[config.mk]
export PLATFORM = sky130hd
export DESIGN_NAME = render_pixel_collector
export DESIGN_NICKNAME = d
export VERILOG_FILES = /design/src/rtl/render_collector_pkg.sv /design/src/rtl/iter_to_colour.sv /design/src/rtl/render_pixel_collector.sv
export SDC_FILE = /design/constraint.sdc
export NUM_CORES = 1
export LEC_CHECK = 0
export BUFFER_PORTS_ARGS = -buffer_cell sky130_fd_sc_hd__clkbuf_2
export CAP_MARGIN = 40
export CORE_MARGIN = 4
export CORE_UTILIZATION = 48
export CTS_CLUSTER_SIZE = 28
export DETAILED_ROUTE_END_ITERATION = 8
export PLACE_DENSITY = 0.76
export SLEW_MARGIN = 20
export SYNTH_ARGS = -nofsm -noshare
export SYNTH_HDL_FRONTEND = slang
export SYNTH_SLANG_ARGS = --single-unit
[constraint.sdc]
create_clock -name CLK -period 2.1 [get_ports CLK]
set_clock_uncertainty 0.05 [all_clocks]
set_input_delay 0.315 -clock CLK [delete_from_list [all_inputs] [get_ports CLK]]
set_output_delay 0.315 -clock CLK [all_outputs]
set_load 0.01 [all_outputs]
[src/rtl/render_collector_pkg.sv]
// render_collector_pkg: shared state encoding and constants for the pixel collector.
// Revision 1.0
`default_nettype none

package render_collector_pkg;

  typedef enum logic [2:0] {
    IDLE      = 3'd0,
    REQ       = 3'd1,
    CAPTURE   = 3'd2,
    FRAME_END = 3'd3,
    WAIT_CLR  = 3'd4
  } state_t;

  localparam logic [7:0] COLOUR_IN_SET  = 8'h00;
  localparam int         ADDR_W_DEFAULT = 21;

endpackage

`default_nettype wire

[src/rtl/iter_to_colour.sv]
// iter_to_colour: maps an iteration count to an 8-bit pixel; in-set points are black.
// Revision 1.0
`default_nettype none

module iter_to_colour
  import render_collector_pkg::*;
#(
  parameter int HBI      = 32,
  parameter int MAX_ITER = 255
) (
  input  logic [HBI-1:0] iter,
  output logic [7:0]     colour
);

  always_comb begin
    colour = (iter >= HBI'(MAX_ITER)) ? COLOUR_IN_SET : iter[7:0];
  end

endmodule

`default_nettype wire

[src/rtl/render_pixel_collector.sv]
// render_pixel_collector: requests bursts from the render engine and writes pixels to frame memory.
// Optional peak tracking under RENDER_COLLECTOR_PEAK_EN. Revision 1.0
`default_nettype none

module render_pixel_collector
  import render_collector_pkg::*;
#(
  parameter int SET_SIZE = 1,
  parameter int HBI      = 32,
  parameter int MAX_ITER = 255,
  parameter int ADDR_W   = ADDR_W_DEFAULT
) (
  input  logic              CLK,
  input  logic              SYS_RESET_N,
  input  logic              enable,
  input  logic [ADDR_W-1:0] total_pixels,
  input  logic              ready,
  input  logic [HBI-1:0]    data,
  input  logic              frame_ready,
  output logic              send_data,
  output logic              clear_frame,
  output logic              mem_we,
  output logic [ADDR_W-1:0] mem_addr,
  output logic [7:0]        mem_din,
  output logic [ADDR_W-1:0] pixel_count,
  output logic              frame_done,
`ifdef RENDER_COLLECTOR_PEAK_EN
  output logic              busy,
  output logic [7:0]        peak_iter
`else
  output logic              busy
`endif
);

  localparam int IDX_W = (SET_SIZE > 1) ? $clog2(SET_SIZE) : 1;

  state_t            state, next_state;
  logic [IDX_W-1:0]  word_idx;
  logic [ADDR_W-1:0] total_latched;
  logic [7:0]        colour;
  logic              last_word;

  iter_to_colour #(
    .HBI      (HBI),
    .MAX_ITER (MAX_ITER)
  ) u_colour (
    .iter   (data),
    .colour (colour)
  );

  assign last_word = (word_idx == IDX_W'(SET_SIZE - 1));

  always_ff @(posedge CLK) begin
    if (!SYS_RESET_N) state <= IDLE;
    else              state <= next_state;
  end

  always_comb begin
    next_state  = state;
    send_data   = 1'b0;
    clear_frame = 1'b0;
    frame_done  = 1'b0;
    busy        = (state != IDLE);
    case (state)
      IDLE: begin
        // The limit is compared against the live input because IDLE is where it is latched.
        if (frame_ready && (pixel_count >= total_pixels)) next_state = FRAME_END;
        else if (enable && ready)                         next_state = REQ;
      end
      REQ: begin
        send_data  = 1'b1;
        next_state = CAPTURE;
      end
      CAPTURE: begin
        if (last_word) next_state = IDLE;
      end
      FRAME_END: begin
        clear_frame = 1'b1;
        frame_done  = 1'b1;
        next_state  = WAIT_CLR;
      end
      WAIT_CLR: begin
        if (!frame_ready) next_state = IDLE;
      end
      default: next_state = IDLE;
    endcase
  end

  always_ff @(posedge CLK) begin
    if (!SYS_RESET_N) begin
      mem_we        <= 1'b0;
      mem_addr      <= '0;
      mem_din       <= 8'h00;
      pixel_count   <= '0;
      word_idx      <= '0;
      total_latched <= '0;
`ifdef RENDER_COLLECTOR_PEAK_EN
      peak_iter     <= 8'h00;
`endif
    end else begin
      mem_we <= 1'b0;
      case (state)
        IDLE:    total_latched <= total_pixels;
        REQ:     word_idx      <= '0;
        CAPTURE: begin
          word_idx <= word_idx + 1'b1;
          // Words beyond the frame limit are consumed but not written.
          if (pixel_count < total_latched) begin
            mem_we      <= 1'b1;
            mem_addr    <= pixel_count;
            mem_din     <= colour;
            pixel_count <= pixel_count + 1'b1;
`ifdef RENDER_COLLECTOR_PEAK_EN
            if (colour > peak_iter) peak_iter <= colour;
`endif
          end
        end
        FRAME_END: begin
          pixel_count <= '0;
`ifdef RENDER_COLLECTOR_PEAK_EN
          peak_iter   <= 8'h00;
`endif
        end
        default: ;
      endcase
    end
  end

endmodule

`default_nettype wire

======== Word level (Yosys, flattened, before mapping) ========
Cells that the tools add are included.
operators by class
  multiplexer cells ....................... 12
  shifts and indexed selects .............. 0
  reductions and logical operators ........ 10
  equal/unequal tests ..................... 8
  bitwise gates (word level) .............. 0
  div/mod/pow operators ................... 0
  $lt $le $gt $ge ......................... 3
  $mul .................................... 0
  add/sub/neg operators ................... 2
operators by type and width
  operator                 number
  $pmux W21 S2             1
  $ge A32 B8 Y1 const B    1
  $add A21 B1 Y21 const B  1
  $ge A21 B21 Y1           1
  $lt A21 B21 Y1           1
  $mux W21                 1
  $pmux W3 S5              1
  $mux W3                  4
  $mux W8                  1
  $eq A3 B2 Y1 const B     2
  $ne A2 B2 Y1 const B     3
  $reduce_and A2 Y1        3
  $reduce_bool A2 Y1       2
  $eq A3 B1 Y1 const B     1
  $eq A3 B3 Y1 const B     1
  $logic_not A3 Y1         1
  $mux W1                  3
  $ne A3 B3 Y1 const B     1
  $reduce_and A3 Y1        1
  $reduce_bool A3 Y1       1
  $logic_and A1 B1 Y1      2
  $pmux W1 S2              1
  $add A1 B1 Y1 const B    1
storage, ports and cells
  output and inout bits ................... 55
  logic and storage cells ................. 42
  latch bits .............................. 0
  ROM bits ................................ 0
  bits of input ports ..................... 58
  RAM bits ................................ 0
  flip-flop bits (word level) ............. 76
  memories ................................ 0

======== Depth between registers and ports, before layout ========
Gate-level depths: netlist (run 1).
  depth after elaboration ................. 4
  depth in mapped cells ................... 10

======== Hierarchy ========
From an unflattened synthesis (run 1), not the netlist that was laid out.
unflattened totals
  cells, all modules ...................... 554
  area, all modules ....................... 4386.7 µm²
by module, submodules not included
  module                  area an instance (µm²)  seq. area each (µm²)  cells an instance  times used
  render_pixel_collector  4212.8                  1521.5                528                1
  iter_to_colour          173.9                   0.0                   26                 1

======== Least setup slack after synthesis (run 1) ========
OpenSTA, ideal clock, no wires.
  kind .................................... reg-to-reg
  start ................................... register pixel_count[19]
  end ..................................... register pixel_count[12]
  data arrival time ....................... 2.144 ns
  path slack .............................. -0.210 ns
  library setup time ...................... 0.116 ns
  cell stages (with the launch flop) ...... 10
  clock period less this slack ............ 2.310 ns
  path through ............................ dfxtp_1 ha_1 a21oi_2 nand2_2 a2111oi_4 and4_2 buf_4 buf_6 a31oi_1 a31o_2
between the ends
  word-level cells in the longest chain between the ends .. 3
ends and longest elaborated chain
  item                         line                           source
  from (decl)                  render_pixel_collector.sv:25   output logic [ADDR_W-1:0] pixel_count,
  from (signal assigned)       render_pixel_collector.sv:112  pixel_count <= pixel_count + 1'b1;
  $lt A21 B21 Y1               render_pixel_collector.sv:108  if (pixel_count < total_latched) begin
  $ne A2 B2 Y1 (no line)       -
  $reduce_and A2 Y1 (no line)  -
Every way passes these cells.
A chain may end at the register's enable or synchronous reset.

======== Worst setup path after layout (run 1) ========
  start ................................... register pixel_count[19]
  end ..................................... register pixel_count[14]
Same word-level chain as after synthesis.

==> metrics.txt, run 1 <==
Worst-path clk slew 0.08 ns; vias per cell 5.96; CP required 2.35 ns; failing checks negative setup slack; Pins Over Slew Limit 0; dpl hpwl 9790 um; RSZ-0062 raised after global routing yes; clock sinks 76; FF/Latch Area 1540 sq um; Cell Rows 34; top cells by area, synth dfxtp_1 35%, ha_1 12%, nand2_1 7.2%, a21oi_1 7.1%, o21ai_0 4.6%; unique cell type count in the Yosys netlist 44; Internal 0.00251 W; Layout Nets 838; Routed WL per cell 18.8 um; post-layout instance area 6470 sq um; Iteration-0 DRC Markers 410; CTS tree yes; CP Launch Type register; number of synthesized register bits 76; P_sw 0.000818 W; IO Count 113; Syn Area/Cell 7.81 sq um; PD cells 514 nW/um^2; crit path buf inv count 3; crit path max fanout 3; Post-DRT Antenna Nets 0; switch share 24.6%; Total GRT Usage 26.2%; Ant. Diodes 0; Core Area 8760 sq um; dpl cells 812; Worst Slack Setup Final -0.271 ns; initial core utilization 49.6%; dpl cell area 5460 sq um; crit-path max cell delay 0.42 ns; CTS hold repair buffers 0; initial antenna violation count 0; post-synth top area cell dfxtp_1; CTS max path bufs 2; Synthesized Nets 657; # fillers 610; Multi-input gate area 2940 sq um; CP Capture Type register; worst skew pair latency 0.36 ns; Synth top area share 35.0%; Worst EP arrival 2.62 ns; reg2reg path depth 10; critical path type register to register; FMAX 0.422 GHz; Residual DRC 0; vias in the first global route 4625; Hold Crit Depth 3; Netlist Area Pre-Place 4350 sq um; sequential share of the synthesized area 35.0%; largest net degree at the start of global routing 47; CTS Root Cell clkbuf_8; Crit path top cell by count buf_4; Endpoint, Worst Hold total_latched[13]; layout cell share with drive strength beyond 1 41.6%; Clock H-tree levels 3; TNS Setup -9.71 ns; EDFF count, synth 0; Crit Reg-Reg Startpoint pixel_count[19]; Post-Synthesis Cells 557; die width 103 um; most instantiated cells after synthesis 84 x nand2_1, 76 x dfxtp_1, 62 x a21oi_1; Yosys warning total 0; Total Routed Length 16000 um; Num CTS Buffers 9; final setup fails 51; most common cell in the synthesized netlist nand2_1; Sequential Power Share 44.8%; Critical Path, Cell by Cell ha_4 > a21oi_4 > nand2_2 > a2111oi_4 > nand4_4 > buf_4 > buf_4 > nor2_4 > buf_4 > a31o_2; pre-CTS WS -0.312 ns; fin crit period 2.37 ns; slew margin rel. 61.0%; gpl congestion 0.867; Die ar. 10700 sq um; Clock power frac 42.7%; input/output buffers 112; Critical R2R Capture pixel_count[14]; Hold Path Origin total_pixels[13]; Async SR Flop Fraction 0%; Hold/Removal Path Class input pin to register; R2R Setup Slk -0.27 ns; Die Span Y 103 um; worst vdd ir 0.366 mV; CP max stage cell a2111oi_4; via count 5068; Final period util 113%; Post-Route Utilization 73.9%; GR Overflow Total 0; run status complete, but fails checks; Top FF cell, synth dfxtp_1; first-pass GRT wire length 22000 um; Non-Filler Instances 851; Slew @ Worst Pin 0.585 ns; Fin. Hold Viols 0; detailed-router iteration count before antenna repair 7; Layout area overhead 48.8%; Pleak 2.92 nW; delay-heaviest family, CP compound AO/OA/AOI/OAI gates; MaxCap Viol Count 0; Gate power share 12.5%
metal layers:
| metal | up-vias | GRT usage [%] | wire [um] |
|---|---|---|---|
| li1 | 2334 | - | - |
| met1 | 2368 | 31.7 | 5900 |
| met2 | 277 | 45.5 | 8200 |
| met3 | 89 | 5.70 | 1220 |
| met4 | 0 | 9.66 | 712 |
| met5 | - | 0 | 0 |
cells in the final DEF (no fill, tap or decap), types with 12 or more instances in the layout:
cell type	count
nor2_1	20
dfxtp_1	67
nand2_1	84
a21oi_1	50
inv_1	44
buf_4	66
ha_1	34
o21ai_1	19
nand3_1	20
nand4_1	23
clkbuf_2	112
o21ai_0	16
a21oi_2	12
power groups by stage:
stage,Clock [W],Sequential (W),Combinational [W]
2_1_floorplan,0,0.00152,0.000190
3_3_place_gp,0,0.00152,0.000322
3_5_place_dp,0,0.00152,0.000338
4_1_cts,0.00141,0.00149,0.000370
5_1_grt,0.00149,0.00149,0.000454
6_report,0.00142,0.00149,0.000417
stage by stage:
step | hold WS [ns] | total power [W]
after global placement | 0.396 | 0.00184
final | 0.128 | 0.00333
after detailed placement | 0.396 | 0.00186
after CTS | 0.135 | 0.00327
after global routing | 0.137 | 0.00343
after floorplan | 0.386 | 0.00171
area by class of cell:
cell class | count | share of cell area, %
timing repair buffer | 200 | 22.1
sequential | 76 | 23.7
clock buffer | 12 | 2.40
clock inverter | 4 | 1.47
multi-input combinational | 403 | 45.5
inverter | 48 | 2.78
tap | 108 | 2.09
cells by family after synthesis:
kind of cell	after synthesis	synth area share, %
AO/OA/AOI/OAI	134	17.9
adder cells (fa/ha/maj)	42	12.1
buffers and inverters	80	7.85
flip-flops	76	35.0
multiplexers	11	2.56
AND/OR/NAND/NOR	214	24.6
worst max path at each step:
stage	from	to	slack, ns	depth (start not counted)
final	pixel_count[19]	pixel_count[14]	-0.27	10
after global routing	total_latched[19]	pixel_count[14]	-0.35	11
after CTS	pixel_count[19]	pixel_count[3]	-0.16	8
after detailed placement	total_latched[19]	mem_din[2]	-0.31	9
after global placement	total_latched[19]	mem_din[3]	-0.26	9
after floorplan	pixel_count[19]	pixel_count[12]	0.006	9
what timing repair did:
item	CTS	global route
pin swaps	12	34
resized for setup	48	76
buffers inserted	8	8
cloned	4	3
setup endpoints to repair	53	53
state kept, by name, indices dropped and copies added, names as in the netlist:
signal	count
state	3
pixel_count	21
mem_addr	21
total_latched	21
mem_we	1
word_idx	1
mem_din	8
tightest hold or removal path, cell delays in order:
cell      delay [ns]
clkbuf_2        0.09
nand2_1         0.05
a21oi_1         0.05
No activity file was read; power rests on OpenSTA's default activity.
==> run 2, diff against run 1 <==
- ABC_AREA: default -> 1
==> metrics.txt, run 2 <==
Post-DRT Antenna Nets 0; top cells by area, synth dfxtp_1 34%, ha_1 12%, nand2_1 10%, nor2_1 8.8%, inv_1 8.2%; number of synthesized register bits 76; Total GRT Usage 22.3%; Routed WL per cell 13.5 um; Fin. Hold Viols 0; Iteration-0 DRC Markers 166; Async SR Flop Fraction 0%; Synth top area share 34.4%; Syn Area/Cell 6.83 sq um; Netlist Area Pre-Place 4420 sq um; dpl cells 875; Layout Nets 878; GR Overflow Total 0; Total Routed Length 12000 um; most common cell in the synthesized netlist nand2_1; vias per cell 5.13; Slew @ Worst Pin 0.505 ns; CP Capture Type register; Die Span Y 104 um; # fillers 824; Post-Synthesis Cells 647; Ant. Diodes 0; unique cell type count in the Yosys netlist 31; crit path max fanout 10; die width 104 um; EDFF count, synth 0; CP required 2.32 ns; critical path type register to register; initial antenna violation count 0; crit-path max cell delay 0.35 ns; Core Area 8850 sq um; CTS tree yes; via count 4570; post-synth top area cell dfxtp_1; Top FF cell, synth dfxtp_1; biggest registers after layout mem_addr (21), pixel_count (21), total_latched (21); Final period util 92.1%; TNS Setup 0 ns; run status completed; CTS max path bufs 2; MaxCap Viol Count 0; Pleak 2.75 nW; slew margin rel. 66.3%; dpl hpwl 9350 um; initial core utilization 49.9%; delay-heaviest family, CP compound AO/OA/AOI/OAI gates; Yosys warning total 0; Synthesized Nets 747; most frequent cells in the layout 119 x nand2_1, 112 x clkbuf_2, 103 x nor2_1, 96 x inv_1, 73 x dfxtp_1; fin crit period 1.93 ns; Clock H-tree levels 3; layout cell share with drive strength beyond 1 22.1%; most instantiated cells after synthesis 119 x nand2_1, 103 x nor2_1, 96 x inv_1; input/output buffers 112; CP Launch Type register; Layout area overhead 24.1%; CTS Root Cell clkbuf_8; sequential share of the synthesized area 34.4%; gpl congestion 0.892; Non-Filler Instances 891; RSZ-0062 raised after global routing no; Worst-path clk slew 0.08 ns; Hold/Removal Path Class input pin to register; most common cell after layout, fill and taps aside nand2_1; worst vdd ir 0.331 mV; largest net degree at the start of global routing 54; Critical Path, Cell by Cell ha_1 > a21oi_1 > o21ai_0 > a21oi_4 > buf_4 > nand3_1 > nand2_1 > nand2_1 > nor2_1; final setup fails 0; Crit path top cell by count nand2_1; first-pass GRT wire length 20000 um; clock sinks 76; worst skew pair latency 0.35 ns; CP max stage cell dfxtp_1; Pins Over Slew Limit 0; postcts setup bufs 0; Die ar. 10800 sq um; FMAX 0.517 GHz; Hold Slack 0.169 ns; Num CTS Buffers 9; Residual DRC 0; detailed-router iteration count before antenna repair 5; dpl cell area 5250 sq um; Worst EP arrival 2.15 ns; Cell Rows 34; vias in the first global route 4442; IO Count 113; PD cells 612 nW/um^2; crit path buf inv count 1; post-layout instance area 5480 sq um
## run 2: changes by cell type after synthesis, sizes merged, moves of 15 or more
cell	before	now
nand2	85	122
a21oi	63	44
clkbuf	22	7
inv	48	98
nor2	21	103
o21ai	40	56
## run 2: final timing paths
check / startpoint / endpoint / slack [ns] / cells past startpoint
worst min register to register: total_latched[16] / total_latched[16] / 0.42 / 2
worst max register to register: pixel_count[16] / pixel_count[2] / 0.17 / 9
worst min-delay path: data[6] / mem_din[6] / 0.17 / 3
worst max-delay path: pixel_count[16] / pixel_count[2] / 0.17 / 9
## run 2: final cells by class
cell class	instances	area [sq um]	share of cell area [%]
multi-input combinational	451	2410	44.0
sequential	76	1530	27.8
timing repair buffer	142	840	15.3
inverter	98	368	6.71
clock buffer	10	138	2.51
tap	108	135	2.47
clock inverter	6	63.8	1.16
## run 2: kinds of logic (layout without fill, tap and decap cells)
kind of cell / count (synthesis) / after routing / synth area share, %
AOI/OAI and AO/OA: 104 / 104 / 12.4
xor gates and xnor gates: 1 / 1 / 0.198
adders and majority gates: 42 / 42 / 11.9
buffers and inverters: 120 / 256 / 11.4
DFF: 76 / 76 / 34.4
and+or+nand+nor: 304 / 304 / 29.7
## run 2: layer usage
layer	vias to the layer above	routed length (um)	track usage (%)
li1	2356	-	-
met1	2030	5130	27.3
met2	164	5770	39.2
met3	20	843	4.53
met4	0	260	7.12
met5	-	0	0
## run 2: what timing repair did
action | in CTS | in global routing
hold buffers | 0 | 0
setup endpoints to repair | 11 | 41
pin swaps | 0 | 2
resized for setup | 1 | 11
## run 2: power breakdown
| group | internal, W | switching (W) |
|---|---|---|
| Sequential | 0.00154 | 0.0000403 |
| Combinational | 0.000246 | 0.000387 |
| Clock | 0.000579 | 0.000563 |
## run 2: worst reg2reg max path, stage by stage (launching register included)
cell and delay [ns]:
dfxtp_1 0.35, ha_1 0.32, a21oi_1 0.15, o21ai_0 0.18, a21oi_4 0.25, buf_4 0.21
nand3_1 0.11, nand2_1 0.07, nand2_1 0.04, nor2_1 0.13
## run 2: per-stage QoR
stage	utilization [%]	worst slack (ns)	total power [W]
6_report	61.9	0.165	0.00335
5_1_grt	61.9	0.0237	0.00352
4_1_cts	61.7	0.0179	0.00336
3_5_place_dp	59.3	0.0121	0.00223
3_3_place_gp	59.3	0.0614	0.00221
2_1_floorplan	-	0.194	0.00201
